File: config.mk
export PLATFORM = sky130hd
export DESIGN_NAME = booth4_mult_param
export DESIGN_NICKNAME = d
export VERILOG_FILES = /design/src/rtl/booth4_mult_param.sv
export SDC_FILE = /design/constraint.sdc
export NUM_CORES = 1
export LEC_CHECK = 0
export BUFFER_PORTS_ARGS = -buffer_cell sky130_fd_sc_hd__buf_2
export CAP_MARGIN = 20
export CORE_UTILIZATION = 50
export CTS_CLUSTER_DIAMETER = 150
export DETAILED_ROUTE_END_ITERATION = 7
export GPL_TIMING_DRIVEN = 0
export PLACE_DENSITY_LB_ADDON = 0.15
export SYNTH_ARGS = -nofsm -noshare
export SYNTH_HDL_FRONTEND = slang
export SYNTH_SLANG_ARGS = --single-unit
File: constraint.sdc
create_clock -name clock -period 6.2 [get_ports clock]
set_input_delay 0 -clock clock [delete_from_list [all_inputs] [get_ports clock]]
set_output_delay 0 -clock clock [all_outputs]
set_load 0.01 [all_outputs]
File: src/rtl/booth4_mult_param.sv
// Radix-4 (modified Booth) signed multiplier with start/abort handshake, WIDTH/2 iterations.
// Defining MULT_HI_RESULT_EN adds the registered upper product half on data_result_hi.
module booth4_mult_param #(
  parameter int WIDTH = 32,
  parameter int CNT_W = 6
) (
  input  logic             clock,
  input  logic             reset,
  input  logic [WIDTH-1:0] data_operandA,
  input  logic [WIDTH-1:0] data_operandB,
  input  logic             ctrl_MULT,
  output logic [WIDTH-1:0] data_result,
  output logic             data_exception,
  output logic             data_resultRDY,
  output logic             busy
`ifdef MULT_HI_RESULT_EN
  ,
  output logic [WIDTH-1:0] data_result_hi
`endif
);

  localparam int AW = WIDTH + 2;        // accumulator width, holds +/-2A without overflow
  localparam int PW = 2 * WIDTH + 3;    // {accumulator, multiplier, booth guard bit}
  localparam logic [CNT_W-1:0] LAST = CNT_W'(WIDTH / 2 - 1);

  typedef enum logic [1:0] {
    IDLE = 2'd0,
    RUN  = 2'd1,
    DONE = 2'd2
  } state_e;

  state_e           state_q, state_d;
  logic [PW-1:0]    p_q, p_d;
  logic [WIDTH-1:0] a_q, a_d;
  logic [CNT_W-1:0] cnt_q, cnt_d;
  logic [WIDTH-1:0] res_q, res_d;
  logic             exc_q, exc_d;
`ifdef MULT_HI_RESULT_EN
  logic [WIDTH-1:0] hi_q, hi_d;
`endif

  logic [AW-1:0]      a_ext;
  logic [AW-1:0]      addend;
  logic [AW-1:0]      acc_sum;
  logic [PW-1:0]      p_add;
  logic [PW-1:0]      p_shift;
  logic [2*WIDTH-1:0] prod;
  logic [WIDTH:0]     prod_upper;

  // Booth recoding of the triplet P[2:0] into one of 0, +A, +2A, -2A, -A.
  always_comb begin
    a_ext = {{2{a_q[WIDTH-1]}}, a_q};
    unique case (p_q[2:0])
      3'b001, 3'b010: addend = a_ext;
      3'b011:         addend = a_ext << 1;
      3'b100:         addend = ~(a_ext << 1) + AW'(1);
      3'b101, 3'b110: addend = ~a_ext + AW'(1);
      default:        addend = '0;
    endcase
    acc_sum    = p_q[PW-1:WIDTH+1] + addend;
    p_add      = {acc_sum, p_q[WIDTH:0]};
    p_shift    = {{2{p_add[PW-1]}}, p_add[PW-1:2]};
    prod       = p_shift[2*WIDTH:1];
    prod_upper = prod[2*WIDTH-1:WIDTH-1];
  end

  always_comb begin
    // NOTE: every signal written here gets a default first, so no latch can be inferred.
    state_d = state_q;
    p_d     = p_q;
    a_d     = a_q;
    cnt_d   = cnt_q;
    res_d   = res_q;
    exc_d   = exc_q;
`ifdef MULT_HI_RESULT_EN
    hi_d    = hi_q;
`endif
    if (ctrl_MULT) begin
      // A start in any state (re)loads both operands; an in-flight run is abandoned.
      state_d = RUN;
      a_d     = data_operandA;
      p_d     = {AW'(0), data_operandB, 1'b0};
      cnt_d   = '0;
    end else begin
      unique case (state_q)
        RUN: begin
          p_d   = p_shift;
          cnt_d = cnt_q + CNT_W'(1);
          if (cnt_q == LAST) begin
            state_d = DONE;
            res_d   = prod[WIDTH-1:0];
            exc_d   = ~((&prod_upper) | (~|prod_upper));
`ifdef MULT_HI_RESULT_EN
            hi_d    = prod[2*WIDTH-1:WIDTH];
`endif
          end
        end
        DONE:    state_d = IDLE;
        default: state_d = IDLE;
      endcase
    end
  end

  always_ff @(posedge clock) begin
    // NOTE: non-blocking assignments so every register samples pre-edge values.
    if (reset) begin
      state_q <= IDLE;
      p_q     <= '0;
      a_q     <= '0;
      cnt_q   <= '0;
      res_q   <= '0;
      exc_q   <= 1'b0;
`ifdef MULT_HI_RESULT_EN
      hi_q    <= '0;
`endif
    end else begin
      state_q <= state_d;
      p_q     <= p_d;
      a_q     <= a_d;
      cnt_q   <= cnt_d;
      res_q   <= res_d;
      exc_q   <= exc_d;
`ifdef MULT_HI_RESULT_EN
      hi_q    <= hi_d;
`endif
    end
  end

  assign data_result    = res_q;
  assign data_exception = exc_q;
  assign data_resultRDY = (state_q == DONE);
  assign busy           = (state_q == RUN);
`ifdef MULT_HI_RESULT_EN
  assign data_result_hi = hi_q;
`endif

endmodule

==> results of run 1 <==
[logic make-up (layout without fill, tap and decap cells)]
group,Yosys count,after routing,share of synthesized area [%]
and+or+nand+nor,510,510,24.88
AOI/OAI and AO/OA,386,386,24.75
xor gates and xnor gates,63,63,6.092
DFF,138,138,30.50
adders and majority gates,36,36,5.056
muxes,34,34,3.757
buffers and inverters,110,303,4.959
[worst max-delay path, cell delays in order (launching register included)]
cell and delay (ns):
dfxtp_1 0.34, inv_1 0.08, ha_1 0.22, or3b_2 0.51, or3_4 0.42, or3_1 0.45
nor3_4 0.28, o22ai_1 0.11, o22ai_1 0.36, ha_2 0.41, a21oi_1 0.20, o21ai_0 0.21
a311o_1 0.36, o21ai_2 0.21, xor2_1 0.24, or4b_2 0.60, nor4_1 0.23, nand4_1 0.17
nor4_4 0.31, o41ai_1 0.11
[synth_stat cells, drive strengths merged, types with 18 or more instances]
library cell    n  area, sq um
a21oi         185        929.6
a22oi          27        202.7
clkbuf         78        314.0
dfxtp         138         2763
ha             35        437.9
mux2i          34        340.3
nand2         242        910.9
nand3          18        90.09
nor2          130        488.0
nor3           24        120.1
o21ai          79        395.4
xnor2          41        359.1
xor2           22        192.7
[sequential cells by signal, summed over array words and instances, names as in the netlist]
register and cells:
state_q 2, data_result 32, cnt_q 6, data_exception 1
p_q 65, a_q 32
[how the worst min path moves through the flow]
stage,startpoint,endpoint,slack [ns],cells past startpoint
finish,reset,data_exception$_SDFFE_PP0P_,0.01,3
global route,reset,data_exception$_SDFFE_PP0P_,0.04,3
CTS,reset,data_exception$_SDFFE_PP0P_,0.005,3
detailed placement,data_operandB[7],p_q[8]$_SDFFE_PP0P_,0.24,3
global placement,data_operandB[26],p_q[27]$_SDFFE_PP0P_,0.23,3
floorplan,data_operandB[9],p_q[10]$_SDFFE_PP0P_,0.14,2
[stage by stage]
stage / hold WS (ns) / std cells / instance area, sq um / TNS (ns)
floorplan: 0.1436 / 1277 / 9057 / 0
global placement: 0.2310 / 1602 / 9839 / -0.3037
detailed placement: 0.2374 / 1602 / 9839 / -0.3082
CTS: 0.004612 / 1698 / 11090 / 0
global route: 0.03986 / 1695 / 11200 / -0.01796
finish: 0.01007 / 1695 / 11200 / 0
[metal layers]
metal	wire (microns)	GRT usage (%)	vias to the layer above	share of wire, %
met2	13430	51.30	379	46
li1	-	-	4838	-
met3	2081	5.852	47	7.2
met5	0	0	-	0
met4	845	13.83	0	2.9
met1	12530	40.17	4565	43
[what timing repair did]
action	CTS	global route
gates resized for setup	7	36
hold buffers	64	0
endpoints found under the setup margin	1	1
endpoints found under the hold margin	64	0
pin swaps	1	3
[where the power goes]
| part | total (mW) | leakage, nW | switching [mW] | internal, mW |
|---|---|---|---|---|
| clock | 1.03 | 0.279 | 0.459 | 0.570 |
| combinational | 0.460 | 3.09 | 0.280 | 0.179 |
| sequential | 0.943 | 1.13 | 0.0274 | 0.916 |
[cell type report]
class	count	area [sq um]	area share, %
flip-flops and latches	138	2763	24.66
plain buffers	90	377.9	3.374
repair buffers	164	1141	10.19
inverters	17	63.81	0.5697
clock buffers	18	429.2	3.832
clock inverters	14	148.9	1.329
multi-input cells	1029	5996	53.53
well taps	225	281.5	2.513
==> summary.txt, run 1 <==
Final layout
  • # fillers: ~1600
  • Layout cells sized above 1: 12.04%
  • Leading cell type in the layout, fill and taps excluded: nand2_1
  • Final core occ: 64.09%
  • N_diodes: 0
  • Area grow syn2layout: 23.66%
  • NumNets Final: around 1600
  • Most frequent cells in the layout: nand2_1, a21oi_1, dfxtp_1

Timing
  • Worst slew margin: between 30% and 40%
  • Crit path time final: approximately 6 ns
  • Worst Skew: 0.01312 ns
  • Slew @ Worst Pin: 1.035 ns
  • Final Setup Violations: 0
  • Peak Freq: between 150 and 200 MHz
  • Period utilization: a little over nine tenths
  • Fin worst setup slack: 0.2234 ns
  • Pins over their slew limit: 0
  • Final hold violation count: 0

Drt
  • Vias: roughly 9800
  • ANT nets after route: 0
  • Vias per Instance: slightly below 6
  • Drt wl/cell: between 15 and 20 microns
  • DRC viols: 0
  • Drt pass-1 iters: 5
  • First-iteration detailed-routing DRC count: between 800 and 900
  • Detailed Route WL: approximately 29 mm

Setup path
  • Critical Path Start: a_q[0]$_SDFFE_PP0P_
  • Worst EP arrival: roughly 6.3 ns
  • Reg2reg end: data_exception$_SDFFE_PP0P_
  • Reg-to-reg slack, setup: between 0.2 and 0.25 ns
  • Critical path data required time: around 6.5 ns
  • CP Capture Type: flop
  • Startpoint Class: flop
  • Crit Path Max Fanout: 7
  • WS Path Type: flop to flop
  • Worst r2r src: a_q[0]$_SDFFE_PP0P_
  • Worst Setup EP: data_exception$_SDFFE_PP0P_
  • FF-to-FF path depth: 19

Synthesis
  • Main synth FF type: dfxtp_1
  • FF+latch count, synth: around 140
  • Post-synth EDFFs: 0
  • Post-synthesis cell area: 9057 sq um
  • Syn_nets: between 1000 and 1500
  • Avg Cell Area, Syn: a little over 7 sq um
  • Post-synth ARST share: 0%
  • Synth warnings: 0
  • Seq/Total Area, Yosys: 30.50%
  • Distinct cell type count after synthesis: 59
  • Mapped Cells: 1277

Hold path
  • Hold WC Path Type: input pin to flop

Die
  • Die area: approximately 19000 sq um
  • Die Wd: roughly 140 microns
  • IO Pins: 102
  • Die H: roughly 140 microns
  • Core footprint: roughly 17000 sq um
  • Row cnt: 48
  • Initial Util: ~52%

Clock tree
  • CTS root buffer: clkbuf_16
  • CTS tree: yes
  • CTS sink count: about 140
  • Worst-Skew Late Latency: 0.43 ns
  • Clk slew on worst S/H paths: approximately 0.070 ns
  • CTS Buf Count: 17
  • H-tree levels: 4
  • Post-CTS setup buffers: 0
  • Clk buf depth: 2

Global routing
  • Largest net degree at the start of global routing: 17
  • All-layer global routing usage: a little under a third
  • First-pass GRT wire length: ~46 mm
  • Vias in the first global route: a little over 9000
  • Antenna violations before repair: 0
  • Congestion Overflow GR: 0

Power and ir drop
  • Total power: roughly 2.4 mW
  • Max IR drop VDD: 0.0001795 V
  • Leak Pwr: 4.494 nW
  • Power per cell area: between 200 and 250 nW/um^2

Placement
  • Placer Congestion: a little over 0.9
  • Port-buffer cells: 100
  • Pre-CTS setup slack: -0.3082 ns
  • DPL Wire Length: between 20 and 25 mm

Job
  • Max-cap violations: 0

Run status
  • Status: finished, final reports clean
Power figures use the tool's default switching activity.
==> run 2: changes to the inputs <==
--- a/config.mk
+++ b/config.mk
@@ -8,6 +8,7 @@
 export BUFFER_PORTS_ARGS = -buffer_cell sky130_fd_sc_hd__buf_2
 export CAP_MARGIN = 20
 export CORE_UTILIZATION = 50
+export CTS_BUF_LIST = sky130_fd_sc_hd__clkbuf_16
 export CTS_CLUSTER_DIAMETER = 150
 export DETAILED_ROUTE_END_ITERATION = 7
 export GPL_TIMING_DRIVEN = 0
==> run 2 against run 1 <==
Fmax about the same. Routed wire length barely moved. Count of clock-buffer cells in the layout down 1. Sequential cell count stayed put. Worst setup slack better by 0.0052 ns. Sequential power about the same. Combinational power about the same. Critical path type unchanged.
==> summary.txt, run 2 (synthesized netlist as in run 1, its figures left out) <==
Clock tree
  • H-tree levels: 4
  • Clk slew on worst S/H paths: about 0.070 ns
  • Clk buf depth: 2
  • Post-CTS setup buffers: 0
  • CTS tree: yes
  • CTS root buffer: clkbuf_16
  • Worst-Skew Late Latency: roughly 0.43 ns
  • CTS Buf Count: 17
  • CTS sink count: around 140

Final layout
  • NumNets Final: about 1600
  • Most flops, register: p_q
  • Leading cell type in the layout, fill and taps excluded: nand2_1
  • Design Area, Final: 11200 sq um
  • N_diodes: 0
  • Area grow syn2layout: 23.66%
  • Max reg flops: 65
  • Layout cells sized above 1: around 12%
  • Most frequent cells in the layout: nand2_1, a21oi_1, dfxtp_1

Drt
  • Detailed Route WL: 28.91 mm
  • Vias: 9824
  • First-iteration detailed-routing DRC count: a little over 800
  • DRC viols: 0
  • Drt pass-1 iters: 5
  • Vias per Instance: roughly 5.8
  • Drt wl/cell: between 15 and 20 microns
  • ANT nets after route: 0

Power and ir drop
  • Power per cell area: 217.0 nW/um^2
  • Leak Pwr: between 4 and 5 nW
  • Max IR drop VDD: roughly 0.00018 V

Setup path
  • Critical Path Start: a_q[0]$_SDFFE_PP0P_
  • Critical path's slowest cell: or4b_2
  • CP max stage delay: 0.60 ns
  • Worst-path cell chain: inv_1 > ha_1 > or3b_2 > or3_4 > or3_1 > nor3_4 > o22ai_1 > o22ai_1 > ha_2 > a21oi_1 > o21ai_0 > a311o_1 > o21ai_2 > xor2_1 > or4b_2 > nor4_1 > nand4_1 > nor4_4 > o41ai_1
  • FF-to-FF path depth: 19
  • Worst r2r src: a_q[0]$_SDFFE_PP0P_
  • Reg-to-reg slack, setup: roughly 0.23 ns
  • Startpoint Class: flop
  • CP delay by family, top: simple AND/OR/NAND/NOR gates
  • Critical path buffer and inverter count: 1
  • CP most frequent cell: o22ai_1
  • CP Capture Type: flop
  • Worst EP arrival: ~6.3 ns
  • Crit Path Max Fanout: 7
  • WS Path Type: flop to flop
  • Reg2reg end: data_exception$_SDFFE_PP0P_
  • Critical path data required time: 6.51 ns

Die
  • Die H: approximately 140 microns
  • Die Wd: roughly 140 microns
  • Die area: 18660 sq um
  • Core footprint: roughly 17000 sq um
  • IO Pins: about 100
  • Initial Util: 51.83%
  • Row cnt: 48

Timing
  • Pins over their slew limit: 0
  • Post-Route Setup TNS: 0 ns
  • Worst Skew: 0.01212 ns
  • Crit path time final: 5.971 ns
  • Slew @ Worst Pin: ~1.0 ns
  • Period utilization: approximately 96%
  • Peak Freq: approximately 170 MHz
  • Final hold violation count: 0
  • Worst slew margin: approximately 30%
  • Final Setup Violations: 0

Global routing
  • First-pass GRT wire length: 45.75 mm
  • All-layer global routing usage: between 30% and 40%
  • Antenna violations before repair: 0
  • Largest net degree at the start of global routing: 17
  • Vias in the first global route: slightly above 9000
  • Congestion Overflow GR: 0

Job
  • Max-cap violations: 0

Hold path
  • Hold_sp: reset
  • Hold EP: data_exception$_SDFFE_PP0P_
  • Hold WC Path Type: input pin to flop
  • Hold Path Depth: 3

Placement
  • Placed inst area: roughly 9800 sq um
  • Port-buffer cells: 100
  • DPL Wire Length: between 20 and 25 mm
  • Placer Congestion: 0.9267

Run status
  • Status: finished, final reports clean
[run 2: layout make-up]
type / count / area (sq um)
inverter: 17 / 63.81
timing repair buffer: 164 / 1141
clock buffer: 17 / 425.4
sequential: 138 / 2763
fill: 1575 / 6276
buffer: 90 / 377.9
multi-input combinational: 1029 / 5996
clock inverter: 15 / 152.6
tap: 225 / 281.5
[run 2: worst max path at each step]
stage                                       end  slack [ns]  depth (start not counted)
detailed placement  data_exception$_SDFFE_PP0P_       -0.31                         22
floorplan           data_exception$_SDFFE_PP0P_        0.74                         22
global route        data_exception$_SDFFE_PP0P_       -0.02                         21
finish              data_exception$_SDFFE_PP0P_        0.23                         19
global placement    data_exception$_SDFFE_PP0P_       -0.30                         22
CTS                 data_exception$_SDFFE_PP0P_        0.04                         25
[run 2: repair_timing]
action | in CTS | in global routing
hold buffers | 64 | 0
resized for setup | 7 | 36
hold endpoints to repair | 64 | 0
setup endpoints to repair | 1 | 1
pin swaps | 1 | 3
[run 2: worst register-to-register path, cell delays in order, from the launching register on]
cell and delay [ns]:
dfxtp_1 0.34, inv_1 0.08, ha_1 0.22, or3b_2 0.51, or3_4 0.41, or3_1 0.46
nor3_4 0.29, o22ai_1 0.10, o22ai_1 0.38, ha_2 0.42, a21oi_1 0.20, o21ai_0 0.21
a311o_1 0.36, o21ai_2 0.21, xor2_1 0.24, or4b_2 0.60, nor4_1 0.23, nand4_1 0.17
nor4_4 0.30, o41ai_1 0.11
[run 2: stage by stage]
step	hold slack (ns)	power [mW]	utilization, %	std cells	setup WS, ns
after global routing	0.03986	2.522	64.09	1695	-0.01796
final	0.01197	2.431	64.09	1695	0.2286
after global placement	0.2310	1.363	56.30	1602	-0.3037
after floorplan	0.1436	1.244	-	1277	0.7385
after detailed placement	0.2374	1.367	56.30	1602	-0.3082
after CTS	0.004612	2.421	63.44	1698	0.04294
[run 2: power by group]
part	internal, mW	total (mW)	switching (mW)	leakage [nW]
sequential	0.916	0.944	0.0276	1.13
clock	0.568	1.03	0.459	0.283
combinational	0.179	0.460	0.280	3.09
total	1.66	2.43	0.767	4.50
[run 2: routing by layer]
layer  up-vias  global-route usage (%)  wire length (microns)
li1       4841                       -                      -
met1      4561                   40.17                  12460
met2       373                   51.30                  13500
met3        49                   5.852                   2106
met4         0                   13.83                    849
met5         -                       0                      0
